[config.mk]
export PLATFORM = sky130hd
export DESIGN_NAME = hsid_x_ctrl_reg_mc
export DESIGN_NICKNAME = d
export VERILOG_FILES = /design/src/rtl/hsid_x_ctrl_mc_pkg.sv /design/src/rtl/hsid_x_reg_pkg.sv /design/src/rtl/hsid_x_ctrl_ch.sv /design/src/rtl/hsid_x_ctrl_reg_mc.sv
export SDC_FILE = /design/constraint.sdc
export NUM_CORES = 2
export LEC_CHECK = 0
export BUFFER_PORTS_ARGS = -buffer_cell sky130_fd_sc_hd__buf_4
export CAP_MARGIN = 20
export CORE_UTILIZATION = 40
export DETAILED_ROUTE_END_ITERATION = 10
export PLACE_DENSITY_LB_ADDON = 0.25
export SLEW_MARGIN = 10
export SYNTH_ARGS = -nofsm -noshare
export SYNTH_HDL_FRONTEND = slang
export SYNTH_SLANG_ARGS = --single-unit
[constraint.sdc]
create_clock -name clk -period 6.6 [get_ports clk]
set_input_delay 0.99 -clock clk [delete_from_list [all_inputs] [get_ports clk]]
set_output_delay 0.99 -clock clk [all_outputs]
set_load 0.05 [all_outputs]
[src/rtl/hsid_x_ctrl_mc_pkg.sv]
// Register map, STATUS bit positions and channel FSM states for hsid_x_ctrl_reg_mc.
package hsid_x_ctrl_mc_pkg;

  typedef enum logic [3:0] {
    REG_STATUS              = 4'd0,
    REG_LIBRARY_SIZE        = 4'd1,
    REG_PIXEL_BANDS         = 4'd2,
    REG_CAPTURED_PIXEL_ADDR = 4'd3,
    REG_LIBRARY_PIXEL_ADDR  = 4'd4,
    REG_MSE_MIN_REF         = 4'd5,
    REG_MSE_MIN_VALUE       = 4'd6,
    REG_MSE_MAX_REF         = 4'd7,
    REG_MSE_MAX_VALUE       = 4'd8
  } reg_off_e;

  localparam int ST_START   = 0;
  localparam int ST_IDLE    = 1;
  localparam int ST_READY   = 2;
  localparam int ST_DONE    = 3;
  localparam int ST_CLEAR   = 4;
  localparam int ST_ERR     = 5;
  localparam int ST_PENDING = 6;
  localparam int ST_BUSY    = 7;

  localparam logic [31:0] CH_STRIDE = 32'h40;
  localparam logic [31:0] IRQ_BASE  = 32'h400;

  typedef enum logic [1:0] {
    CH_IDLE  = 2'd0,
    CH_ARMED = 2'd1,
    CH_RUN   = 2'd2
  } ch_state_e;

endpackage

[src/rtl/hsid_x_reg_pkg.sv]
// Register-bus request/response types shared by HSID-X register blocks.
package hsid_x_reg_pkg;

  localparam int REG_AW = 32;
  localparam int REG_DW = 32;

  typedef struct packed {
    logic              valid;
    logic              write;
    logic [REG_AW-1:0] addr;
    logic [REG_DW-1:0] wdata;
  } reg_req_t;

  typedef struct packed {
    logic              ready;
    logic [REG_DW-1:0] rdata;
    logic              error;
  } reg_rsp_t;

endpackage

[src/rtl/hsid_x_ctrl_ch.sv]
// One HSID-X channel: shadow/launched config, captured results, launch FSM.
//   state    | meaning
//   CH_IDLE  | no job requested
//   CH_ARMED | start requested, waiting for core idle&ready
//   CH_RUN   | job launched, waiting for done/error rising edge
module hsid_x_ctrl_ch
  import hsid_x_ctrl_mc_pkg::*;
#(
  parameter int WORD_WIDTH        = 32,
  parameter int HSP_BANDS_WIDTH   = 9,
  parameter int HSP_LIBRARY_WIDTH = 13
) (
  input  logic                         clk,
  input  logic                         rst,
  input  logic                         wr_en,
  input  logic [3:0]                   word,
  input  logic [WORD_WIDTH-1:0]        wdata,
  output logic [WORD_WIDTH-1:0]        rd_data,
  input  logic                         idle,
  input  logic                         ready,
  input  logic                         done,
  input  logic                         error,
  input  logic [HSP_LIBRARY_WIDTH-1:0] mse_min_ref,
  input  logic [HSP_LIBRARY_WIDTH-1:0] mse_max_ref,
  input  logic [WORD_WIDTH-1:0]        mse_min_value,
  input  logic [WORD_WIDTH-1:0]        mse_max_value,
  output logic                         start,
  output logic                         clear,
  output logic [HSP_LIBRARY_WIDTH-1:0] library_size,
  output logic [HSP_BANDS_WIDTH-1:0]   pixel_bands,
  output logic [WORD_WIDTH-1:0]        captured_pixel_addr,
  output logic [WORD_WIDTH-1:0]        library_pixel_addr,
  output logic                         done_flag,
  output logic                         err_flag
);

  ch_state_e state, state_n;
  logic pending, pending_n, done_n, err_n, start_n, clear_n;
  logic launch, capture;
  logic done_q, done_q2, err_q, err_q2;
  logic done_rise, err_rise, wr_status, wr_start, wr_clear;

  logic [HSP_LIBRARY_WIDTH-1:0] lib_sh, min_ref_r, max_ref_r;
  logic [HSP_BANDS_WIDTH-1:0]   bands_sh;
  logic [WORD_WIDTH-1:0]        cap_sh, libaddr_sh, min_val_r, max_val_r;
  logic [7:0]                   status_byte;

  // Edges are taken between two registered samples so the core inputs are synchronised first.
  assign done_rise = done_q & ~done_q2;
  assign err_rise  = err_q & ~err_q2;
  assign wr_status = wr_en && (word == 4'(REG_STATUS));
  assign wr_start  = wr_status & wdata[ST_START];
  assign wr_clear  = wr_status & wdata[ST_CLEAR];

  always_comb begin
    state_n   = state;
    pending_n = pending;
    done_n    = done_flag;
    err_n     = err_flag;
    start_n   = 1'b0;
    clear_n   = 1'b0;
    launch    = 1'b0;
    capture   = 1'b0;
    if (wr_status && wdata[ST_DONE]) done_n = 1'b0;
    if (wr_status && wdata[ST_ERR])  err_n  = 1'b0;
    case (state)
      CH_ARMED: begin
        if (idle && ready) begin
          launch  = 1'b1;
          start_n = 1'b1;
          state_n = CH_RUN;
        end
      end
      CH_RUN: begin
        if (done_rise || err_rise) begin
          capture = 1'b1;
          if (done_rise) done_n = 1'b1;
          if (err_rise)  err_n  = 1'b1;
          if (pending) begin
            state_n   = CH_ARMED;
            pending_n = 1'b0;
          end else begin
            state_n = CH_IDLE;
          end
        end
      end
      default: ;
    endcase
    if (wr_clear) begin
      clear_n   = 1'b1;
      launch    = 1'b0;
      start_n   = 1'b0;
      state_n   = CH_IDLE;
      pending_n = 1'b0;
      done_n    = 1'b0;
      err_n     = 1'b0;
    end
    // A start that coincides with a clear re-arms the freshly cleared channel.
    if (wr_start) begin
      if (state_n == CH_IDLE)          state_n   = CH_ARMED;
      else if (!pending || wr_clear)   pending_n = 1'b1;
    end
  end

  always_ff @(posedge clk) begin
    if (rst) begin
      state     <= CH_IDLE;
      pending   <= 1'b0;
      done_flag <= 1'b0;
      err_flag  <= 1'b0;
      start     <= 1'b0;
      clear     <= 1'b0;
      done_q    <= 1'b0;
      done_q2   <= 1'b0;
      err_q     <= 1'b0;
      err_q2    <= 1'b0;
    end else begin
      state     <= state_n;
      pending   <= pending_n;
      done_flag <= done_n;
      err_flag  <= err_n;
      start     <= start_n;
      clear     <= clear_n;
      done_q    <= done;
      done_q2   <= done_q;
      err_q     <= error;
      err_q2    <= err_q;
    end
  end

  always_ff @(posedge clk) begin
    if (rst) begin
      lib_sh     <= '0;
      bands_sh   <= '0;
      cap_sh     <= '0;
      libaddr_sh <= '0;
    end else if (wr_en) begin
      case (word)
        4'(REG_LIBRARY_SIZE):        lib_sh     <= wdata[HSP_LIBRARY_WIDTH-1:0];
        4'(REG_PIXEL_BANDS):         bands_sh   <= wdata[HSP_BANDS_WIDTH-1:0];
        4'(REG_CAPTURED_PIXEL_ADDR): cap_sh     <= wdata;
        4'(REG_LIBRARY_PIXEL_ADDR):  libaddr_sh <= wdata;
        default: ;
      endcase
    end
  end

  always_ff @(posedge clk) begin
    if (rst) begin
      library_size        <= '0;
      pixel_bands         <= '0;
      captured_pixel_addr <= '0;
      library_pixel_addr  <= '0;
    end else if (launch) begin
      library_size        <= lib_sh;
      pixel_bands         <= bands_sh;
      captured_pixel_addr <= cap_sh;
      library_pixel_addr  <= libaddr_sh;
    end
  end

  always_ff @(posedge clk) begin
    if (rst) begin
      min_ref_r <= '0;
      max_ref_r <= '0;
      min_val_r <= '0;
      max_val_r <= '0;
    end else if (capture) begin
      min_ref_r <= mse_min_ref;
      max_ref_r <= mse_max_ref;
      min_val_r <= mse_min_value;
      max_val_r <= mse_max_value;
    end
  end

  always_comb begin
    status_byte              = '0;
    status_byte[ST_IDLE]     = idle;
    status_byte[ST_READY]    = ready;
    status_byte[ST_DONE]     = done_flag;
    status_byte[ST_ERR]      = err_flag;
    status_byte[ST_PENDING]  = pending;
    status_byte[ST_BUSY]     = (state != CH_IDLE);
  end

  always_comb begin
    rd_data = '0;
    case (word)
      4'(REG_STATUS):              rd_data = WORD_WIDTH'(status_byte);
      4'(REG_LIBRARY_SIZE):        rd_data = WORD_WIDTH'(lib_sh);
      4'(REG_PIXEL_BANDS):         rd_data = WORD_WIDTH'(bands_sh);
      4'(REG_CAPTURED_PIXEL_ADDR): rd_data = cap_sh;
      4'(REG_LIBRARY_PIXEL_ADDR):  rd_data = libaddr_sh;
      4'(REG_MSE_MIN_REF):         rd_data = WORD_WIDTH'(min_ref_r);
      4'(REG_MSE_MIN_VALUE):       rd_data = min_val_r;
      4'(REG_MSE_MAX_REF):         rd_data = WORD_WIDTH'(max_ref_r);
      4'(REG_MSE_MAX_VALUE):       rd_data = max_val_r;
      default: ;
    endcase
  end

endmodule

[src/rtl/hsid_x_ctrl_reg_mc.sv]
// Multi-channel HSID-X control/status register block: decode, read mux, IRQ.
// Optional interrupt aggregation is built when HSID_X_CTRL_IRQ_EN is defined.
module hsid_x_ctrl_reg_mc
  import hsid_x_ctrl_mc_pkg::*;
  import hsid_x_reg_pkg::*;
#(
  parameter int WORD_WIDTH        = 32,
  parameter int HSP_BANDS_WIDTH   = 9,
  parameter int HSP_LIBRARY_WIDTH = 13,
  parameter int N_CH              = 4
) (
  input  logic                                    clk,
  input  logic                                    rst,
  input  reg_req_t                                reg_req,
  output reg_rsp_t                                reg_rsp,
  output logic [N_CH-1:0]                         start,
  output logic [N_CH-1:0]                         clear,
  input  logic [N_CH-1:0]                         idle,
  input  logic [N_CH-1:0]                         ready,
  input  logic [N_CH-1:0]                         done,
  input  logic [N_CH-1:0]                         error,
  output logic [N_CH-1:0][HSP_LIBRARY_WIDTH-1:0]  library_size,
  output logic [N_CH-1:0][HSP_BANDS_WIDTH-1:0]    pixel_bands,
  output logic [N_CH-1:0][WORD_WIDTH-1:0]         captured_pixel_addr,
  output logic [N_CH-1:0][WORD_WIDTH-1:0]         library_pixel_addr,
  input  logic [N_CH-1:0][HSP_LIBRARY_WIDTH-1:0]  mse_min_ref,
  input  logic [N_CH-1:0][HSP_LIBRARY_WIDTH-1:0]  mse_max_ref,
  input  logic [N_CH-1:0][WORD_WIDTH-1:0]         mse_min_value,
  input  logic [N_CH-1:0][WORD_WIDTH-1:0]         mse_max_value,
  output logic                                    irq
);

  logic [3:0]                    ch_idx, word;
  logic                          wr, ch_hit, irq_status_hit, irq_enable_hit;
  logic [N_CH-1:0]               ch_wr, done_flag, err_flag;
  logic [N_CH-1:0][WORD_WIDTH-1:0] ch_rdata;
  logic [WORD_WIDTH-1:0]         ch_sel, irq_status_rd, irq_enable_rd, rdata;
  logic                          rd_err;

  assign ch_idx = reg_req.addr[9:6];
  assign word   = reg_req.addr[5:2];
  assign wr     = reg_req.valid & reg_req.write;

  assign ch_hit = (reg_req.addr[31:11] == '0) && !reg_req.addr[10] &&
                  (reg_req.addr[1:0] == 2'b00) && (word <= 4'(REG_MSE_MAX_VALUE)) &&
                  (int'(ch_idx) < N_CH);
  assign irq_status_hit = (reg_req.addr == IRQ_BASE);
  assign irq_enable_hit = (reg_req.addr == IRQ_BASE + 32'h4);

  for (genvar c = 0; c < N_CH; c++) begin : g_ch
    assign ch_wr[c] = wr && ch_hit && (ch_idx == 4'(c));

    hsid_x_ctrl_ch #(
      .WORD_WIDTH        (WORD_WIDTH),
      .HSP_BANDS_WIDTH   (HSP_BANDS_WIDTH),
      .HSP_LIBRARY_WIDTH (HSP_LIBRARY_WIDTH)
    ) u_ch (
      .clk                 (clk),
      .rst                 (rst),
      .wr_en               (ch_wr[c]),
      .word                (word),
      .wdata               (WORD_WIDTH'(reg_req.wdata)),
      .rd_data             (ch_rdata[c]),
      .idle                (idle[c]),
      .ready               (ready[c]),
      .done                (done[c]),
      .error               (error[c]),
      .mse_min_ref         (mse_min_ref[c]),
      .mse_max_ref         (mse_max_ref[c]),
      .mse_min_value       (mse_min_value[c]),
      .mse_max_value       (mse_max_value[c]),
      .start               (start[c]),
      .clear               (clear[c]),
      .library_size        (library_size[c]),
      .pixel_bands         (pixel_bands[c]),
      .captured_pixel_addr (captured_pixel_addr[c]),
      .library_pixel_addr  (library_pixel_addr[c]),
      .done_flag           (done_flag[c]),
      .err_flag            (err_flag[c])
    );
  end

  always_comb begin
    ch_sel = '0;
    for (int c = 0; c < N_CH; c++) begin
      if (ch_idx == 4'(c)) ch_sel = ch_rdata[c];
    end
  end

`ifdef HSID_X_CTRL_IRQ_EN
  logic [N_CH-1:0] irq_enable_q, irq_status;
  logic            irq_q;

  assign irq_status = done_flag | err_flag;

  always_ff @(posedge clk) begin
    if (rst) begin
      irq_enable_q <= '0;
      irq_q        <= 1'b0;
    end else begin
      if (wr && irq_enable_hit) irq_enable_q <= reg_req.wdata[N_CH-1:0];
      irq_q <= |(irq_status & irq_enable_q);
    end
  end

  assign irq           = irq_q;
  assign irq_status_rd = WORD_WIDTH'(irq_status);
  assign irq_enable_rd = WORD_WIDTH'(irq_enable_q);
`else
  // Without the aggregator the IRQ registers still decode, reading 0 without a bus error.
  logic unused_irq_src;
  assign unused_irq_src = ^{done_flag, err_flag};
  assign irq            = 1'b0;
  assign irq_status_rd  = '0;
  assign irq_enable_rd  = '0;
`endif

  always_comb begin
    rdata  = '0;
    rd_err = 1'b0;
    if (ch_hit)              rdata  = ch_sel;
    else if (irq_status_hit) rdata  = irq_status_rd;
    else if (irq_enable_hit) rdata  = irq_enable_rd;
    else                     rd_err = reg_req.valid;
  end

  assign reg_rsp.ready = 1'b1;
  assign reg_rsp.rdata = REG_DW'(rdata);
  assign reg_rsp.error = rd_err;

endmodule
Word level (Yosys, flattened, before mapping)
Index checks and enable logic that the tools add are counted.

word-level totals
  bits in registers = 1092
  latch bits = 0
  memory bits (writable) = 0
  memory bits (read-only) = 0
  input port bits = 444
  output and inout port bits = 387
  word-level logic and storage cells = 326
  memories kept = 0

operators by class
  add/sub/neg operators = 0
  multipliers = 0
  div/mod/pow operators = 0
  order comparisons = 2
  eq/ne operators = 21
  shift operators = 0
  mux-type cells = 120
  bitwise logic cells = 25
  reductions and logical operators = 70

operator list
  operator                                                count
  case mux 32 bit (9 select lines)                        4
  two-way mux 32 bit                                      5
  two-way mux 1 bit                                       87
  == test 32 x 11 -> 1 bit (second input constant)        2
  two-way mux 2 bit                                       20
  AND reduction 2 bit                                     16
  logical AND 1 bit                                       25
  zero test 21 bit                                        1
  AND 1 bit                                               17
  == test 4 x 2 -> 1 bit (second input constant)          4
  == test 4 x 3 -> 1 bit (second input constant)          4
  case mux 2 bit (2 select lines)                         4
  zero test 2 bit                                         5
  == test 2 x 1 -> 1 bit (second input constant)          4
  == test 2 bit (second input constant)                   4
  == test 4 x 1 -> 1 bit (second input constant)          2
  zero test 4 bit                                         2
  logical OR 1 bit                                        8
  inverter 1 bit                                          8
  nonzero test 2 bit                                      4
  OR reduction 2 bit                                      4
  zero test 1 bit                                         5
  == test 4 bit (second input constant)                   1
  less-or-equal comparator 4 bit (second input constant)  1
  < comparator 4 x 3 -> 1 bit (second input constant)     1

Depth between registers and ports, before layout
  depth after elaboration = 13
  depth in mapped cells = 10
  mapped depth without buffers = 7

Cells and area by module
A second synthesis with hierarchy kept.

second synthesis, totals
  cell total of the unflattened synthesis = 5198
  area, all modules = 44311.2 um^2

by module, submodules not included
  module                              instances  cells each  area each (um^2)  sequential area each (um^2)
  hsid_x_ctrl_ch at g_ch[0].u_ch ...  2          1272        10862.9           5465.2
  hsid_x_ctrl_ch at g_ch[2].u_ch      1          1276        10690.3           5465.2
  hsid_x_ctrl_ch at g_ch[3].u_ch      1          1275        10630.2           5465.2
  hsid_x_ctrl_reg_mc                  1          103         1265.0            0.0

Worst setup path before layout
No wires, ideal clock.

  kind = input port to output port
  from = input reg_req[36] (netlist name)
  to = output reg_rsp[6] (netlist name)
  arrival time = 4.777 ns
  data required time = 5.610 ns
  setup slack = 0.833 ns
  stages = 8
  path buffers = 4
  cells stage by stage = buf_4 buf_4 buf_4 or3b_2 clkbuf_1 o21ai_0 a221oi_1 a2111oi_0

RTL lines
  element          RTL line                  RTL
  start, declared  hsid_x_ctrl_reg_mc.sv:14  input reg_req_t reg_req,
  end, declared    hsid_x_ctrl_reg_mc.sv:15  output reg_rsp_t reg_rsp,

==> metrics.md <==
| Metric | Value |
|---|---|
| Post-CTS Setup Inserts | `0` |
| Setup TNS | `0 ns` |
| Post-cts hold buffer count | `0` |
| Post-Place Worst Slack | `1.338 ns` |
| Final hold vios | `0` |
| Drt total wl | `233,700 um` |
| Initial core utilization | `40.41%` |
| Maximum fanout along the worst path | `46` |
| FF+latch count, synth | `1,092` |
| # setup viols final | `0` |
| Worst-path clk slew | `0.06 ns` |
| FFs w/ async S/R, synth | `0%` |
| Max Slew Vio Count | `0` |
| Storage element area | `21,860 um2` |
| FF-to-FF setup slack | `3.81 ns` |
| H-tree Lvls | `3` |
| Worst setup SP type | `input port` |
| Synth Flop Type | `dfxtp_1` |
| Hold path cells | `2` |
| CTS tree | `built` |
| Max Cap Violations | `0` |
| Number of global-route vias before repair | `43,220` |
| Overflow left after global routing | `0` |
| Layout cells sized above 1 | `20.41%` |
| HP Start | `g_ch[1].u_ch.max_val_r[31]` |
| Fin crit share | `82.37%` |
| Largest net degree at the start of global routing | `209` |
| CP Capture Type | `primary output` |
| DRC | `0` |
| First-pass GRT wire length | `322,900 um` |
| Filler Cell Count | `11,500` |
| Worst Path Arrival | `4.45 ns` |
| DR vias/cell | `5.770` |
| Worst Path Required | `5.61 ns` |
| Core Box Area | `118,200 um2` |
| Multi-input logic area | `23,700 um2` |
| Critical Path Most Common Cell | `buf_4` |
| Post-Syn Nets | `6,243` |
| Leakage | `0.02044 uW` |
| # IOs | `831` |
| Top post-synthesis cells by area | `dfxtp_1 46%, nand2_1 12%, a21oi_1 9.3%` |
| Final instance area | `58,920 um2` |
| Initial DRC Count | `5,122` |
| CP cell instances | `buf_4 > or3b_2 > buf_4 > nor2_1 > a221oi_1 > o22ai_1 > o21a_1 > buf_4` |
| EDFF count, synth | `0` |
| Die ar. | `120,800 um2` |
| Max VDD drop | `0.2184 mV` |
| Die Wd | `347.6 um` |
| R2R Path Start | `g_ch[3].u_ch.state[1]` |
| Post_cts resized | `0` |
| Count leader, synth | `nand2_1` |
| Post-synth top cells | `1,477 x nand2_1, 1,092 x dfxtp_1, 890 x a21oi_1, 529 x nand2b_1, 340 x mux2i_1` |
| Post-Synthesis Cells | `5,787` |
| Via count | `45,890` |
| CTS root buf | `clkbuf_16` |
| Layout Area Growth over Synthesis | `23.30%` |
| Avg WL per Cell | `29.39 um` |
| Slew headroom | `7.435%` |
| PwrDens | `245.8 nW/um2` |
| Dpl hpwl | `171,600 um` |
| Port Buf Inserts | `828` |
| Yosys warns | `0` |
| Reg-to-Reg End | `g_ch[3].u_ch.library_pixel_addr[2]` |
| TritonRoute pass-1 iters | `8` |
| Synthesized area | `47,780 um2` |
| Area leader, netlist | `dfxtp_1` |
| Clock Skew | `0.04839 ns` |
| Final ANT Viol Nets | `0` |
| Crit path kind | `input port to primary output` |
| CP max stage cell | `a221oi_1` |
| Clock latency on the worst-skew pair | `0.76 ns` |
| Clk buf depth | `3` |
| Slew @ Worst Pin | `1.376 ns` |
| Placer Congestion | `0.9772` |
| Reg2Reg Depth | `6` |
| FP Rows | `126` |
| Status | `completed` |
| Hold WC Path Type | `flip-flop to flip-flop` |
| Cell Area, Placed | `54,700 um2` |
| Distinct cells, synth | `81` |
| Hold Path End | `g_ch[1].u_ch.max_val_r[31]` |
| Initial antenna violation count | `14` |
| Mean Syn Cell Area | `8.257 um2` |
| GR Util All Layers | `37.06%` |
| PnR worst setup slack | `1.164 ns` |
| Die Y | `347.6 um` |
| Minimum clock period | `5.436 ns` |
| Synth top area share | `45.75%` |
| Final nets | `6,767` |
| Post-synthesis sequential area ratio | `45.75%` |
| CTS Buf Count | `118` |
| Clock sink total | `1,092` |
| RSZ-0062 raised after global routing | `false` |
| Critical Path Max Stage Delay | `0.83 ns` |
| FMAX | `183.9 MHz` |
==> worst max-delay path by stage <==
| stage | slack (ns) | start | endpoint |
|---|---|---|---|
| floorplan | 0.83 | reg_req[36] | reg_rsp[6] |
| global placement | 1.01 | reg_req[34] | reg_rsp[5] |
| detailed placement | 1.34 | reg_req[34] | reg_rsp[18] |
| CTS | 1.33 | reg_req[34] | reg_rsp[5] |
| global route | 1.20 | reg_req[34] | reg_rsp[18] |
| finish | 1.16 | reg_req[34] | reg_rsp[18] |
==> power breakdown <==
group          switching [uW]  internal, uW  total, uW  leakage (uW)
Sequential               2.07          6590       6600       0.00879
Combinational             475           287        762       0.00959
Clock                    2920          4200       7120       0.00205
==> state kept, by name, indices dropped and copies added (netlist names) <==
name / flops
g_ch.u_ch.lib_sh: 52
g_ch.u_ch.max_val_r: 128
g_ch.u_ch.library_size: 52
g_ch.u_ch.done_q2: 4
g_ch.u_ch.library_pixel_addr: 128
g_ch.u_ch.err_q: 4
g_ch.u_ch.err_q2: 4
g_ch.u_ch.libaddr_sh: 128
g_ch.u_ch.max_ref_r: 52
g_ch.u_ch.state: 8
g_ch.u_ch.done_flag: 4
g_ch.u_ch.err_flag: 4
g_ch.u_ch.captured_pixel_addr: 128
g_ch.u_ch.min_ref_r: 52
g_ch.u_ch.bands_sh: 36
g_ch.u_ch.cap_sh: 128
g_ch.u_ch.min_val_r: 128
g_ch.u_ch.start: 4
g_ch.u_ch.pending: 4
g_ch.u_ch.done_q: 4
g_ch.u_ch.pixel_bands: 36
g_ch.u_ch.clear: 4
==> cell usage in the layout (no fill, tap or decap), types with 18 or more instances in the layout <==
cell / instances
clkbuf_1: 23
a21oi_1: 889
clkbuf_8: 28
a221oi_1: 55
nand3_1: 25
or3b_2: 88
clkbuf_16: 118
o22ai_1: 18
inv_1: 19
buf_4: 924
nor2_1: 70
o21ai_0: 44
mux2i_1: 340
nor2b_1: 37
nand2_1: 1474
o21ai_1: 81
dfxtp_1: 1092
clkinv_2: 21
nand2b_1: 529
or4_1: 20
a22oi_1: 130
nor3_1: 25
==> worst max-delay path, delay by kind of cell <==
kind	cells	cell delay (ns)
and+or+nand+nor	2	0.60
buffers and inverters	3	1.36
AOI/OAI and AO/OA	3	1.35
==> layout make-up <==
cell class / instances / area share, %
Sequential cell: 1092 / 37.11
Clock inverter: 52 / 1.293
Tap cell: 1536 / 3.262
Clock buffer: 169 / 5.813
Antenna cell: 5 / 0.02124
Multi-Input combinational cell: 4142 / 40.23
Timing Repair Buffer: 936 / 12.14
Inverter: 21 / 0.1338
==> per-stage QoR <==
stage	cells	util [%]	hold slack, ns	power [uW]
3_5_place_dp	7725	46.26	0.4470	7487
5_1_grt	7950	49.82	0.4549	14840
3_3_place_gp	7725	46.26	0.4415	7484
4_1_cts	7946	49.80	0.4361	14520
2_1_floorplan	5787	-	0.4297	7065
6_report	7953	49.83	0.4545	14480
==> per-layer routing <==
metal / vias to the layer above / share of wire, % / global-route usage (%)
li1: 20720 / - / -
met1: 22320 / 40 / 46.75
met2: 2304 / 47 / 60.74
met3: 521 / 7.2 / 5.584
met4: 16 / 6.1 / 20.11
met5: - / 0.052 / 0
==> cell families after synthesis <==
family,Yosys count,share of synthesized area (%)
AOI/OAI and AO/OA,1375,16.70
adders and majority gates,12,0.3142
buffers and inverters,553,5.101
DFF,1092,45.75
muxes,362,7.759
other,2,0.01572
and+or+nand+nor,2391,24.36
Power figures use the tool's default switching activity.
